## src/rtl/requant_pipe.sv

```systemverilog
// requant_pipe: 4-stage int32 -> int8 requantizer behind the MAC CFU.
// Bias, SRDHM multiply, rounding shift, offset and clamp, one per stage.
module requant_pipe #(
  parameter int OUT_W = 8
) (
  input  logic             clk,
  input  logic             reset,
  input  logic             in_valid,
  output logic             in_ready,
  input  logic [31:0]      in_acc,
  output logic             out_valid,
  input  logic             out_ready,
  output logic [OUT_W-1:0] out_data,
  input  logic             cfg_we,
  input  logic [1:0]       cfg_addr,
  input  logic [31:0]      cfg_data,
  output logic             cfg_err,
  output logic             busy
);

  logic [31:0] bias, mult, offs;
  logic [4:0]  shift;
  logic [7:0]  act_min, act_max;

  logic v1, v2, v3, v4;
  logic [31:0] x1, x2, x3;
  logic [OUT_W-1:0] q4;

  logic advance, accept, cfg_ok;

  logic [31:0] s1, s2, s3;
  logic [OUT_W-1:0] s4;
  logic signed [63:0] a64, b64, p, nudge, pn, pq;
  logic [31:0] mask, rem, thr, sh;
  logic [31:0] y, lo, hi, c;
  logic unused_bits;

  assign advance   = !(v4 && !out_ready);
  assign in_ready  = advance;
  assign accept    = in_valid && advance;
  assign busy      = v1 | v2 | v3 | v4;
  assign out_valid = v4;
  assign out_data  = q4;
  // Parameters may only change while nothing is in flight or entering.
  assign cfg_ok    = !busy && !accept;

  // Per-stage arithmetic; config is read live since it is frozen while busy.
  always_comb begin
    s1 = in_acc + bias;

    a64   = {{32{x1[31]}}, x1};
    b64   = {{32{mult[31]}}, mult};
    p     = a64 * b64;
    nudge = p[63] ? 64'sd1 - 64'sd1073741824 : 64'sd1073741824;
    pn    = p + nudge;
    // Arithmetic shift floors; bias negatives so the divide truncates to zero.
    pq    = pn[63] ? (pn + 64'sd2147483647) >>> 31 : pn >>> 31;
    if (x1 == 32'h8000_0000 && mult == 32'h8000_0000)
      s2 = 32'h7FFF_FFFF;
    else
      s2 = pq[31:0];

    mask = (32'd1 << shift) - 32'd1;
    rem  = x2 & mask;
    thr  = (mask >> 1) + {31'd0, x2[31]};
    sh   = $signed(x2) >>> shift;
    s3   = sh + {31'd0, rem > thr};

    y  = x3 + offs;
    lo = {{24{act_min[7]}}, act_min};
    hi = {{24{act_max[7]}}, act_max};
    c  = ($signed(y) < $signed(lo)) ? lo : y;
    c  = ($signed(c) > $signed(hi)) ? hi : c;
    s4 = c[OUT_W-1:0];

    unused_bits = ^{cfg_data[15:5], pq[63:32], c[31:OUT_W]};
  end

  // Config register file; writes while busy or accepting are dropped.
  always_ff @(posedge clk) begin
    if (reset) begin
      bias    <= 32'd0;
      mult    <= 32'h4000_0000;
      shift   <= 5'd0;
      act_min <= 8'h80;
      act_max <= 8'h7F;
      offs    <= 32'd0;
      cfg_err <= 1'b0;
    end else begin
      cfg_err <= cfg_we && !cfg_ok;
      if (cfg_we && cfg_ok) begin
        unique case (cfg_addr)
          2'd0: bias <= cfg_data;
          2'd1: mult <= cfg_data;
          2'd2: begin
            shift   <= cfg_data[4:0];
            act_min <= cfg_data[23:16];
            act_max <= cfg_data[31:24];
          end
          2'd3: offs <= cfg_data;
        endcase
      end
    end
  end

  // Pipeline registers; the whole pipe moves or holds together.
  always_ff @(posedge clk) begin
    if (reset) begin
      v1 <= 1'b0;
      v2 <= 1'b0;
      v3 <= 1'b0;
      v4 <= 1'b0;
      x1 <= 32'd0;
      x2 <= 32'd0;
      x3 <= 32'd0;
      q4 <= '0;
    end else if (advance) begin
      v1 <= in_valid;
      v2 <= v1;
      v3 <= v2;
      v4 <= v3;
      x1 <= s1;
      x2 <= s2;
      x3 <= s3;
      q4 <= s4;
    end
  end

endmodule

```

## config.mk

```make
export PLATFORM = sky130hd
export DESIGN_NAME = requant_pipe
export DESIGN_NICKNAME = d
export VERILOG_FILES = /design/src/rtl/requant_pipe.sv
export SDC_FILE = /design/constraint.sdc
export NUM_CORES = 2
export LEC_CHECK = 0
export CORE_UTILIZATION = 60
export DETAILED_ROUTE_END_ITERATION = 10
export PLACE_DENSITY = 0.77
export SLEW_MARGIN = 20
export SYNTH_ARGS = -nofsm -noshare
export SYNTH_HDL_FRONTEND = slang
export SYNTH_SLANG_ARGS = --single-unit
```

## constraint.sdc

```tcl
create_clock -name clk -period 32.9 [get_ports clk]
set_input_delay 6.58 -clock clk [delete_from_list [all_inputs] [get_ports clk]]
set_output_delay 6.58 -clock clk [all_outputs]
set_load 0.05 [all_outputs]
```

=== Word level (Yosys, flattened, before mapping) ===
Cells that the tools add are included.

* Flip-flop bits (word level): 226
* Output and inout port bits: 12
* Bits of input ports: 71
* Word-level logic and storage cells: 58

* Muxes and demuxes: 5
* Reductions and logical operators: 16
* Multiply operators: 1
* Shift-type cells: 2
* Bitwise logic cells: 4
* Magnitude comparators: 3
* Equal/unequal tests: 5
* $add $sub $neg: 7

{| class="wikitable"
|+ Operator list
! kind !! number
|-
| 32-bit two-way mux || 3
|-
| 32-bit adder || 2
|-
| 64-bit adder || 1
|-
| 32-bit equality test (second input constant) || 2
|-
| 32-bit by 32-bit multiplier with 64-bit output || 1
|-
| 64-bit two-way mux || 1
|-
| 63-bit by 32-bit adder with 63-bit output (second input constant) || 1
|-
| 31-bit by 1-bit adder with 32-bit output || 1
|-
| 32-bit by 1-bit adder with 32-bit output || 1
|-
| 32-bit AND || 1
|-
| 32-bit greater-than comparator || 1
|-
| 32-bit by 8-bit greater-than comparator with 1-bit output || 1
|-
| 32-bit by 8-bit less-than comparator with 1-bit output || 1
|-
| 1-bit by 5-bit left shift with 32-bit output (first input constant) || 1
|-
| 32-bit by 5-bit >>> shifter with 32-bit output || 1
|-
| 32-bit by 1-bit subtractor with 32-bit output (second input constant) || 1
|-
| 8-bit two-way mux || 1
|-
| 2-bit AND reduction || 4
|-
| 1-bit logical AND || 6
|-
| 1-bit zero test || 5
|-
| 2-bit equality test (second input constant) || 2
|-
| 1-bit OR || 3
|-
| 2-bit by 1-bit equality test with 1-bit output (second input constant) || 1
|-
| 2-bit zero test || 1
|}

=== Longest topological paths before layout ===
* Word-level depth: 8
* Mapped depth: 52
* Gate-level depth less buffers: 46

=== Worst setup path after synthesis ===
Ideal clock, no wire load.

* Path type: in2out
* Start point: input out_ready
* End point: output in_ready
* Path slack: 18,722 ps
* Data required time: 26,320 ps
* Path buffers: 2
* Stages on the path: 4
* Data arrival time: 7,598 ps
* Path through: nor2b_1 inv_1 clkbuf_1 clkbuf_1

* Longest elaborated chain between the ends: 3

{| class="wikitable"
|+ RTL lines
! item !! line !! source
|-
| start, declared || 12 || <nowiki>input logic out_ready,</nowiki>
|-
| 1-bit zero test || 38 || <nowiki>assign advance = !(v4 && !out_ready);</nowiki>
|-
| 1-bit logical AND || 38 ||
|-
| 1-bit zero test || 38 ||
|-
| end, declared || 9 || <nowiki>output logic in_ready,</nowiki>
|}

No other way between the ends.

=== Final worst setup path ===
Ends and elaborated chain as after synthesis.

==> results.toml <==
[clock_tree]
post_cts_resized = 0
cts_buffer_depth = 3
cts.clk_slew.worst_paths_ns = 0.07
cts_buffers = 24
cts_sinks = 226
cts_hold_buffers = 0
cts_root_buf = "clkbuf_16"
clk_latency_ns = 0.58
cts_tree = "built"
cts_setup_buffers = 0
h-tree-depth = 1

[synth]
yosys.area_share.simple = 0.195
muxShareOfSynthArea = 0.0185
synthTopCellsByArea = "fa_1 (39%), ha_1 (8.2%), dfxtp_1 (8.1%)"
syn-num-nets = 8203
synth_compound_area_frac = 0.108
synth_top_cell_by_area = "fa_1"
synth_top_family_by_area = "adder cells"
synth_area_sq_um = 56100
ys_ff_latch = 226
synth_adder_area_share = 0.468
yosys_warnings = 0
syn_avg_cell_area_sq_um = 8.40
synth.distinct_cells = 96
synth_top_area_frac = 0.387
seq_area_frac_synth = 0.0806
yosys_most_used_dff = "dfxtp_1"
synth-xor-area-share = 0.0318
syn_inst = 6681
synth_edf_count = 0
async_flop_share = 0

[setup_path]
cp.required_ns = 26.32
reg2reg_to = "x2[31]$_SDFFE_PP0N_"
r2r_slack_ns = 19.03
crit_path_max_fanout = 38
startpoint_type = "input port"
end_kind = "output port"
cp_data_arrival_time_ns = 8.38
worstSetupPathType = "in2out"
r2r-start = "mult[5]$_SDFFE_PP0P_"
reg2reg_depth = 43

[status]
status = "finished clean"

[global_route]
grt_overflow_total = 0
first_global_vias = 47187
grt_pass1_wl_mm = 252
antenna_found_initial = 3
track_usage = 0.336
grt_max_degree = 102

[drt]
dr_wl_met3_mm = 12.5
top_layer_used = "met4"
vias = 45710
remaining_drc_errors = 0
wl_met2_mm = 72.8
vias_per_cell = 5.87
drtIter0Drc = 4121
firstDrtPassIters = 6
wl_per_cell_um = 19.8
postRouteAntennaNets = 0
m1WireLength_mm = 63.1
routed_wl_mm = 154

[hold_path]
hp-start = "out_data[0]$_SDFFE_PP0N_"
holdPathStages = 2
min_to = "out_data[0]$_SDFFE_PP0N_"
min_path_type = "reg2reg"

[sta]
period_needed_ns = 14.96
slew_violations = 0
finalCritPeriodShare = 0.455
final_hold_viol_count = 0
skew_ns = 0.0239
max_freq_mhz = 66.8
rsz0062_at_grt = "false"
slew_headroom = 0.234
final.setup.tns_ns = 0
worst_pin_slew_ns = 1.15
finalSetupViolations = 0

[placed_design]
place.gp.congestion = 0.958
dpl.hpwl_mm = 119
io_buffers = 82

[pwr]
peakVddDrop_v = 0.0000405
p_per_area_nw_per_um2 = 25.7
p_leak_uw = 0.0280

[run]
maxCapViolations = 0

[cells_and_area]
final_core_util = 0.637
drive_gt1_frac = 0.0355
final_net_count = 8044
synthToLayoutAreaGrowth_pct = 4.67

[die]
top_level_ports = 83
die_h_um = 308
die_area_sq_um = 94800
rows = 111
die_w_um = 308
core-area_sq_um = 92200
start_util = 0.609
-- area by class of cell --
class                           count  area (sq um)
Antenna cell                        2          5.00
Clock inverter                     12           205
Multi-Input combinational cell   4999         46200
Clock buffer                       30           653
Sequential cell                   226          4530
Timing Repair Buffer              176          1530
Fill cell                        7851         33500
Inverter                         1095          4110
Tap cell                         1243          1560
-- worst max-delay path by stage --
| stage | start | slack (ns) | to |
|---|---|---|---|
| floorplan | out_ready | 18.72 | in_ready |
| global placement | out_ready | 17.95 | in_ready |
| detailed placement | out_ready | 17.96 | in_ready |
| CTS | out_ready | 17.95 | in_ready |
| global route | out_ready | 17.89 | in_ready |
| finish | out_ready | 17.94 | in_ready |
-- cells in the mapped netlist (all sizes together), types with 19 or more instances --
cell,count
inv,1093
o21a,39
a21oi,398
o31ai,23
o21ai,214
xor2,58
nand2b,55
nand4,49
nand3,80
or3,26
nand2,1093
a31oi,23
nor3,63
nor2,225
nor4,28
mux2,19
a21o,68
and2,487
o211ai,33
ha,367
dfxtp,226
fa,1084
clkbuf,336
a211oi,32
mux2i,44
xnor2,146
nor2b,80
buf,25
and3,35
-- power breakdown --
| group | leakage, uW | switching (uW) | total, uW | internal (uW) |
|---|---|---|---|---|
| registers | 0.00185 | 51.6 | 360 | 309 |
| clock network | 0.000421 | 131 | 306 | 175 |
| logic | 0.0258 | 511 | 842 | 331 |
| total | 0.0280 | 694 | 1510 | 814 |
-- layer usage --
layer	global-route usage	up-vias
met1	0.452	22972
met3	0.0526	363
li1	-	20611
met2	0.552	1764
met5	0	-
met4	0.115	0
-- kinds of logic after synthesis --
logic type	count (synthesis)
AND/OR/NAND/NOR	2285
buffers and inverters	1456
adder cells (fa/ha/maj)	1451
AO/OA/AOI/OAI	977
flip-flops	226
XOR/XNOR	204
multiplexers	80
other	2
-- sequential cells by signal (all words and copies together), names as in the netlist --
register and cells:
act_max 8, act_min 8, bias 32, cfg_err 1
mult 32, offs 32, out_data 8, out_valid 1
shift 5, v1 1, v2 1, v3 1
x1 32, x2 32, x3 32
-- metrics by stage --
stage / total power (uW) / std cells / cell area, sq um / setup slack, ns / hold WS, ns
2_1_floorplan: 950 / 6681 / 56100 / 18.72 / 0.436
3_3_place_gp: 1170 / 7739 / 57900 / 17.95 / 0.438
3_5_place_dp: 1190 / 7739 / 57900 / 17.96 / 0.445
4_1_cts: 1500 / 7781 / 58800 / 17.95 / 0.453
5_1_grt: 1620 / 7781 / 58800 / 17.89 / 0.467
6_report: 1510 / 7783 / 58800 / 17.94 / 0.450
-- critical path, cell delays in order --
cell             delay, ns
clkdlybuf4s50_1       0.45
nor2b_4               0.11
buf_4                 0.44
inv_2                 0.08
clkdlybuf4s50_1       0.72
-- placed cells by master (no fill, tap or decap), types with 12 or more instances in the layout --
cell type / n
a211o_1: 12
a211oi_1: 30
a21boi_0: 14
a21o_1: 68
a21oi_1: 396
a31oi_1: 23
and2_1: 486
and3_1: 35
buf_4: 94
clkbuf_16: 24
clkdlybuf4s50_1: 81
dfxtp_1: 220
fa_1: 1084
ha_1: 367
inv_1: 1092
mux2_2: 19
mux2i_1: 44
mux4_2: 17
nand2_1: 1093
nand2b_1: 55
nand3_1: 79
nand4_1: 47
nor2_1: 222
nor2b_1: 79
nor3_1: 61
nor4_1: 26
o211ai_1: 33
o21a_1: 39
o21ai_0: 207
o21bai_1: 15
o31ai_1: 23
or2_2: 17
or3_1: 24
xnor2_1: 146
xor2_1: 58
(Power assumes the default switching activity.)
